[config.mk]
export PLATFORM = sky130hd
export DESIGN_NAME = canon_sequencer
export DESIGN_NICKNAME = d
export VERILOG_FILES = /design/src/rtl/canon_sequencer.sv
export SDC_FILE = /design/constraint.sdc
export NUM_CORES = 1
export LEC_CHECK = 0
export CAP_MARGIN = 5
export CORE_MARGIN = 2
export CORE_UTILIZATION = 50
export DETAILED_ROUTE_END_ITERATION = 10
export GPL_TIMING_DRIVEN = 0
export PLACE_DENSITY = 0.77
export SLEW_MARGIN = 40
export SYNTH_ARGS = -nofsm -noshare
export SYNTH_HDL_FRONTEND = slang
export SYNTH_SLANG_ARGS = --single-unit
[constraint.sdc]
create_clock -name clk -period 3.8 [get_ports clk]
set_input_delay 0.76 -clock clk [delete_from_list [all_inputs] [get_ports clk]]
set_output_delay 0.76 -clock clk [all_outputs]
set_load 0.01 [all_outputs]
[src/rtl/canon_sequencer.sv]
// N-voice round sequencer: one voice per clk shares the note ROM and divider table,
// emitting a {slot, divider} stream for a downstream time-multiplexed tone generator.
module canon_sequencer #(
    parameter int NUM_VOICES = 4,
    parameter int SLOT_W     = 2,
    parameter int IDX_W      = 9,
    parameter int DIV_W      = 12,
    parameter int BEAT_W     = 24,
    parameter int VOICE_LAG  = 8
) (
    input  logic                  clk,
    input  logic                  rst_n,
    input  logic                  play,
    input  logic                  restart,
    input  logic [BEAT_W-1:0]     tempo,
    input  logic [NUM_VOICES-1:0] voice_mute,
    input  logic [IDX_W-1:0]      loop_start,
    input  logic [IDX_W-1:0]      loop_end,
    output logic [IDX_W-1:0]      rom_addr,
    input  logic [7:0]            rom_data,
    output logic [5:0]            freq_note,
    input  logic [DIV_W-1:0]      freq_div,
    output logic [SLOT_W-1:0]     out_slot,
    output logic [DIV_W-1:0]      divider_out,
    output logic                  out_valid,
    output logic                  beat,
    output logic                  loop_wrap
);

    localparam int HOLD_MAX = (NUM_VOICES - 1) * VOICE_LAG;
    localparam int HOLD_W   = (HOLD_MAX < 2) ? 1 : $clog2(HOLD_MAX + 1);

    logic [SLOT_W-1:0]     slot;
    logic [BEAT_W-1:0]     beat_cnt;
    logic [IDX_W-1:0]      idx     [NUM_VOICES];
    logic [5:0]            elapsed [NUM_VOICES];
    logic [HOLD_W-1:0]     hold    [NUM_VOICES];
    logic [NUM_VOICES-1:0] pending;

    logic              cur_entered;
    logic [BEAT_W-1:0] beat_lim;
    logic              beat_wrap;
    logic [6:0]        dur;
    logic [6:0]        elapsed_inc;
    logic              service;
    logic              do_advance;
    logic              at_end;
    logic [IDX_W-1:0]  next_idx;
    logic              out_silent;

    assign rom_addr  = idx[slot];
    assign freq_note = rom_data[5:0];

    // Tempo is clamped so the beat period never drops below one full slot rotation.
    always_comb begin
        cur_entered = (hold[slot] == '0);
        beat_lim    = (tempo < BEAT_W'(NUM_VOICES - 1)) ? BEAT_W'(NUM_VOICES - 1) : tempo;
        beat_wrap   = play && (beat_cnt >= beat_lim);
        dur         = 7'd1 << {rom_data[7:6], 1'b0};
        elapsed_inc = {1'b0, elapsed[slot]} + 7'd1;
        service     = play && pending[slot];
        do_advance  = service && cur_entered && (elapsed_inc >= dur);
        at_end      = (idx[slot] >= loop_end);
        next_idx    = at_end ? loop_start : idx[slot] + IDX_W'(1);
        out_silent  = voice_mute[slot] || !cur_entered || !play || (rom_data[5:0] == 6'd0);
    end

    always_ff @(posedge clk) begin
        if (!rst_n || restart) begin
            slot        <= '0;
            beat_cnt    <= '0;
            pending     <= '0;
            out_slot    <= '0;
            divider_out <= '0;
            out_valid   <= 1'b0;
            beat        <= 1'b0;
            loop_wrap   <= 1'b0;
            for (int v = 0; v < NUM_VOICES; v++) begin
                idx[v]     <= loop_start;
                elapsed[v] <= '0;
                hold[v]    <= HOLD_W'(v * VOICE_LAG);
            end
        end else begin
            slot        <= slot + SLOT_W'(1);
            out_slot    <= slot;
            out_valid   <= 1'b1;
            divider_out <= out_silent ? '0 : freq_div;
            beat        <= beat_wrap;
            loop_wrap   <= do_advance && at_end && (slot == '0);
            if (play) begin
                beat_cnt <= beat_wrap ? '0 : beat_cnt + BEAT_W'(1);
            end
            if (service) begin
                pending[slot] <= 1'b0;
                if (!cur_entered) begin
                    hold[slot] <= hold[slot] - HOLD_W'(1);
                end else if (do_advance) begin
                    idx[slot]     <= next_idx;
                    elapsed[slot] <= '0;
                end else begin
                    elapsed[slot] <= elapsed_inc[5:0];
                end
            end
            // A new beat must win over this cycle's clear of the serviced slot.
            if (beat_wrap) begin
                pending <= '1;
            end
        end
    end

endmodule

==> summary.md <==
| Metric | Value |
|---|---|
| R2r setup slk | around 0.03 ns |
| Ant. Diodes | 0 |
| Most frequent cells in the layout | clkdlybuf4s50_1, edfxtp_1, nor2_1 |
| CTS tree | built |
| Placement Rows | between 40 and 50 |
| Achievable frequency | 0.265 GHz |
| GRT Overall Usage | 23.5% |
| Cell area after synthesis | 7060 sq um |
| Pre-CTS setup slack | -0.917 ns |
| R2R cell count | 14 |
| CTS clk-pin slew, worst paths | ~0.06 ns |
| Synth Flop Type | edfxtp_1 |
| Clock Power Share | 44.5% |
| Max-slew violations | 0 |
| Worst-margin pin slew | ~0.73 ns |
| Post-route ant nets | 0 |
| Finished Cell Area | about 9400 sq um |
| Cell Pwr Density | 400 nW/um^2 |
| Mapped Avg Cell Area | 11.0 sq um |
| Synth Net Count | approximately 760 |
| DR iter-0 viols | 350 |
| First-pass GRT wire length | between 20 and 30 mm |
| Placed insts | approximately 920 |
| Sum of negative setup slack | 0 ns |
| Synth cell types | 54 |
| Tmin final | roughly 3.8 ns |
| Post-placement cell area | approximately 8300 sq um |
| Fin cells | ~980 |
| Mapped Cells | 640 |
| Synth Register Bits | 127 |
| Vias/cell | 5.64 |
| CTS Buf Count | 17 |
| CTS H-Tree Depth | 4 |
| Wirelength per Cell | 18.0 microns |
| Area of the die | 15100 sq um |
| Vert. Die Dim | 123 microns |
| Critical setup path kind | reg -> reg |
| HP Class | reg -> reg |
| GP Congestion | 0.849 |
| Pre-antenna DRT Iters | 4 |
| Ports | 102 |
| Port Buffers | 101 |
| Final Net Count | a little over 900 |
| Reg-to-reg critical path endpoint | idx[2][6]$_DFFE_PP_ |
| Final setup vio count | 0 |
| Root Buffer | clkbuf_16 |
| Initial antenna violation count | 0 |
| Hpwl dp | 12.3 mm |
| Net switching power | 0.903 mW |
| Post-route setup slack | 0.0307 ns |
| Part of the Yosys area used for sequential elements | 47.4% |
| Synth async-reset ratio | 0% |
| RSZ-0062 raised after global routing | yes |
| FILL cells | 969 |
| Max-slew headroom | 50.9% |
| Net Sw Frac | 24.0% |
| Setup crit end | idx[2][6]$_DFFE_PP_ |
| Area grow syn2layout | 33.3% |
| Post-synth EDFFs | 80 |
| Int Power | roughly 2.9 mW |
| DIE WIDTH | 123 microns |
| Worst Path Max Fanout | 7 |
| Insertion delay to the later sink of the worst-skew pair | 0.42 ns |
| Final Hold Viols | 0 |
| Worst EP arrival | 3.94 ns |
| Pin count of the biggest net entering global routing | 17 |
| Clock Path Buffers | 2 |
| Max_cap viols | 0 |
| Comb power frac | between 10% and 20% |
| Total gr overflow | 0 |
| Most common cell after layout, fill and taps aside | clkdlybuf4s50_1 |
| Yosys warns | 0 |
| Worst Setup Start Kind | register |
| Clock skew | roughly 0.0094 ns |
| Initial Util | about half |
| Routed via count | 5542 |
| Status | completed |
| # hold bufs at CTS | 0 |
| Post-Route WL | 17.7 mm |
| Leak | 3.67 nW |
| Maximum vdd drop | 372 uV |
| Core area | 13800 sq um |
| Final Cycle Share | slightly below 100% |
| Critical Path RT | 3.97 ns |
| Layout cells sized above 1 | 20.8% |
| CTS Sinks | 127 |
| Worst flop-to-flop path startpoint | slot[0]$_SDFF_PN0_ |
| # DRC | 0 |
| Number of global-route vias before repair | around 5600 |
| Crit. End Element | register |
| Crit. Startpoint | slot[0]$_SDFF_PN0_ |
| Sequential share of power | 41.0% |
==> per-layer routing <==
layer  part of all wire, %  routed length [microns]  up-vias  GRT usage (%)
met3                   4.4                      776       33           4.41
met4                   2.5                      442        0           10.1
met2                    54                     9460      174           42.0
met5                     0                        0        -              0
met1                    40                     6980     2717           27.4
li1                      -                        -     2618              -
==> sequential cells by signal, summed over array words and instances (netlist names) <==
register / flops
idx: 36
beat_cnt: 24
elapsed: 24
hold: 20
divider_out: 12
pending: 4
out_slot: 2
slot: 2
beat: 1
loop_wrap: 1
out_valid: 1
==> kinds of logic after synthesis <==
logic type / Yosys count / synth area share [%]
simple gates: 249 / 18.3
compound gates: 56 / 5.26
flops: 127 / 47.4
fa+ha+maj: 45 / 7.98
mux: 59 / 12.7
xor+xnor: 31 / 3.85
buf+inv: 73 / 4.52
==> through the flow <==
stage / hold slack, ns / util [%] / power, mW
final: 0.502 / 68.0 / 3.77
after global routing: 0.519 / 68.0 / 3.88
after detailed placement: 0.485 / 60.3 / 2.03
after CTS: 0.498 / 66.0 / 3.71
after floorplan: 0.464 / - / 1.83
after global placement: 0.474 / 60.0 / 2.01
==> critical path, cell delays in order (launching register included) <==
cell       delay [ns]
dfxtp_4          0.42
mux4_2           0.58
ha_4             0.22
nand2_4          0.09
xor2_4           0.16
inv_2            0.06
ha_4             0.27
inv_2            0.03
o31a_1           0.27
a21oi_2          0.25
nor2_4           0.07
buf_6            0.14
nor4_4           0.39
clkbuf_16        0.24
mux2_2           0.33
==> power by group through the flow <==
stage                     logic (mW)  clock network, mW  registers (mW)
after CTS                      0.478               1.69            1.54
after global routing           0.588               1.74            1.55
final                          0.546               1.68            1.54
after floorplan                0.268                  0            1.56
after detailed placement       0.464                  0            1.57
after global placement         0.439                  0            1.57
==> final cells by class <==
type,count,area [sq um],share of cell area [%]
Timing Repair Buffer,132,1320,14.0
Tap cell,180,225,2.39
Buffer,26,173,1.84
Clock buffer,19,453,4.81
Inverter,46,173,1.84
Clock inverter,13,164,1.74
Multi-Input combinational cell,440,3560,37.8
Sequential cell,127,3350,35.6
==> how the worst min path moves through the flow <==
stage                            start                 endpoint  slack, ns  cells past startpoint
4_1_cts        pending[2]$_SDFFE_PN0P_  pending[2]$_SDFFE_PN0P_       0.50                      1
3_3_place_gp   pending[2]$_SDFFE_PN0P_  pending[2]$_SDFFE_PN0P_       0.47                      1
3_5_place_dp   pending[2]$_SDFFE_PN0P_  pending[2]$_SDFFE_PN0P_       0.48                      1
6_report       pending[3]$_SDFFE_PN0P_  pending[3]$_SDFFE_PN0P_       0.50                      1
2_1_floorplan  pending[2]$_SDFFE_PN0P_  pending[2]$_SDFFE_PN0P_       0.46                      1
5_1_grt        pending[2]$_SDFFE_PN0P_  pending[2]$_SDFFE_PN0P_       0.52                      1
==> synth_stat cells (12+ instances only) <==
cell	instances	area share, %
mux4_2	21	6.7
a21oi_1	14	0.99
nor3_1	26	1.8
nor2_1	63	3.3
nand4_1	18	1.6
mux2_2	36	5.7
inv_1	46	2.4
ha_1	45	8.0
edfxtp_1	80	34
nand2b_1	12	1.1
nand3_1	18	1.3
nand2_1	54	2.9
xnor2_1	18	2.2
and2_1	18	1.6
xor2_1	13	1.6
dfxtp_1	47	13
clkbuf_1	13	0.69
==> repair_timing <==
item / CTS / global route
setup buffers: 12 / 16
resized for setup: 10 / 34
pin swaps: 6 / 13
gates cloned: 0 / 1
hold endpoints to repair: 0 / 0
endpoints found under the setup margin: 167 / 104
Power figures use the tool's default switching activity.
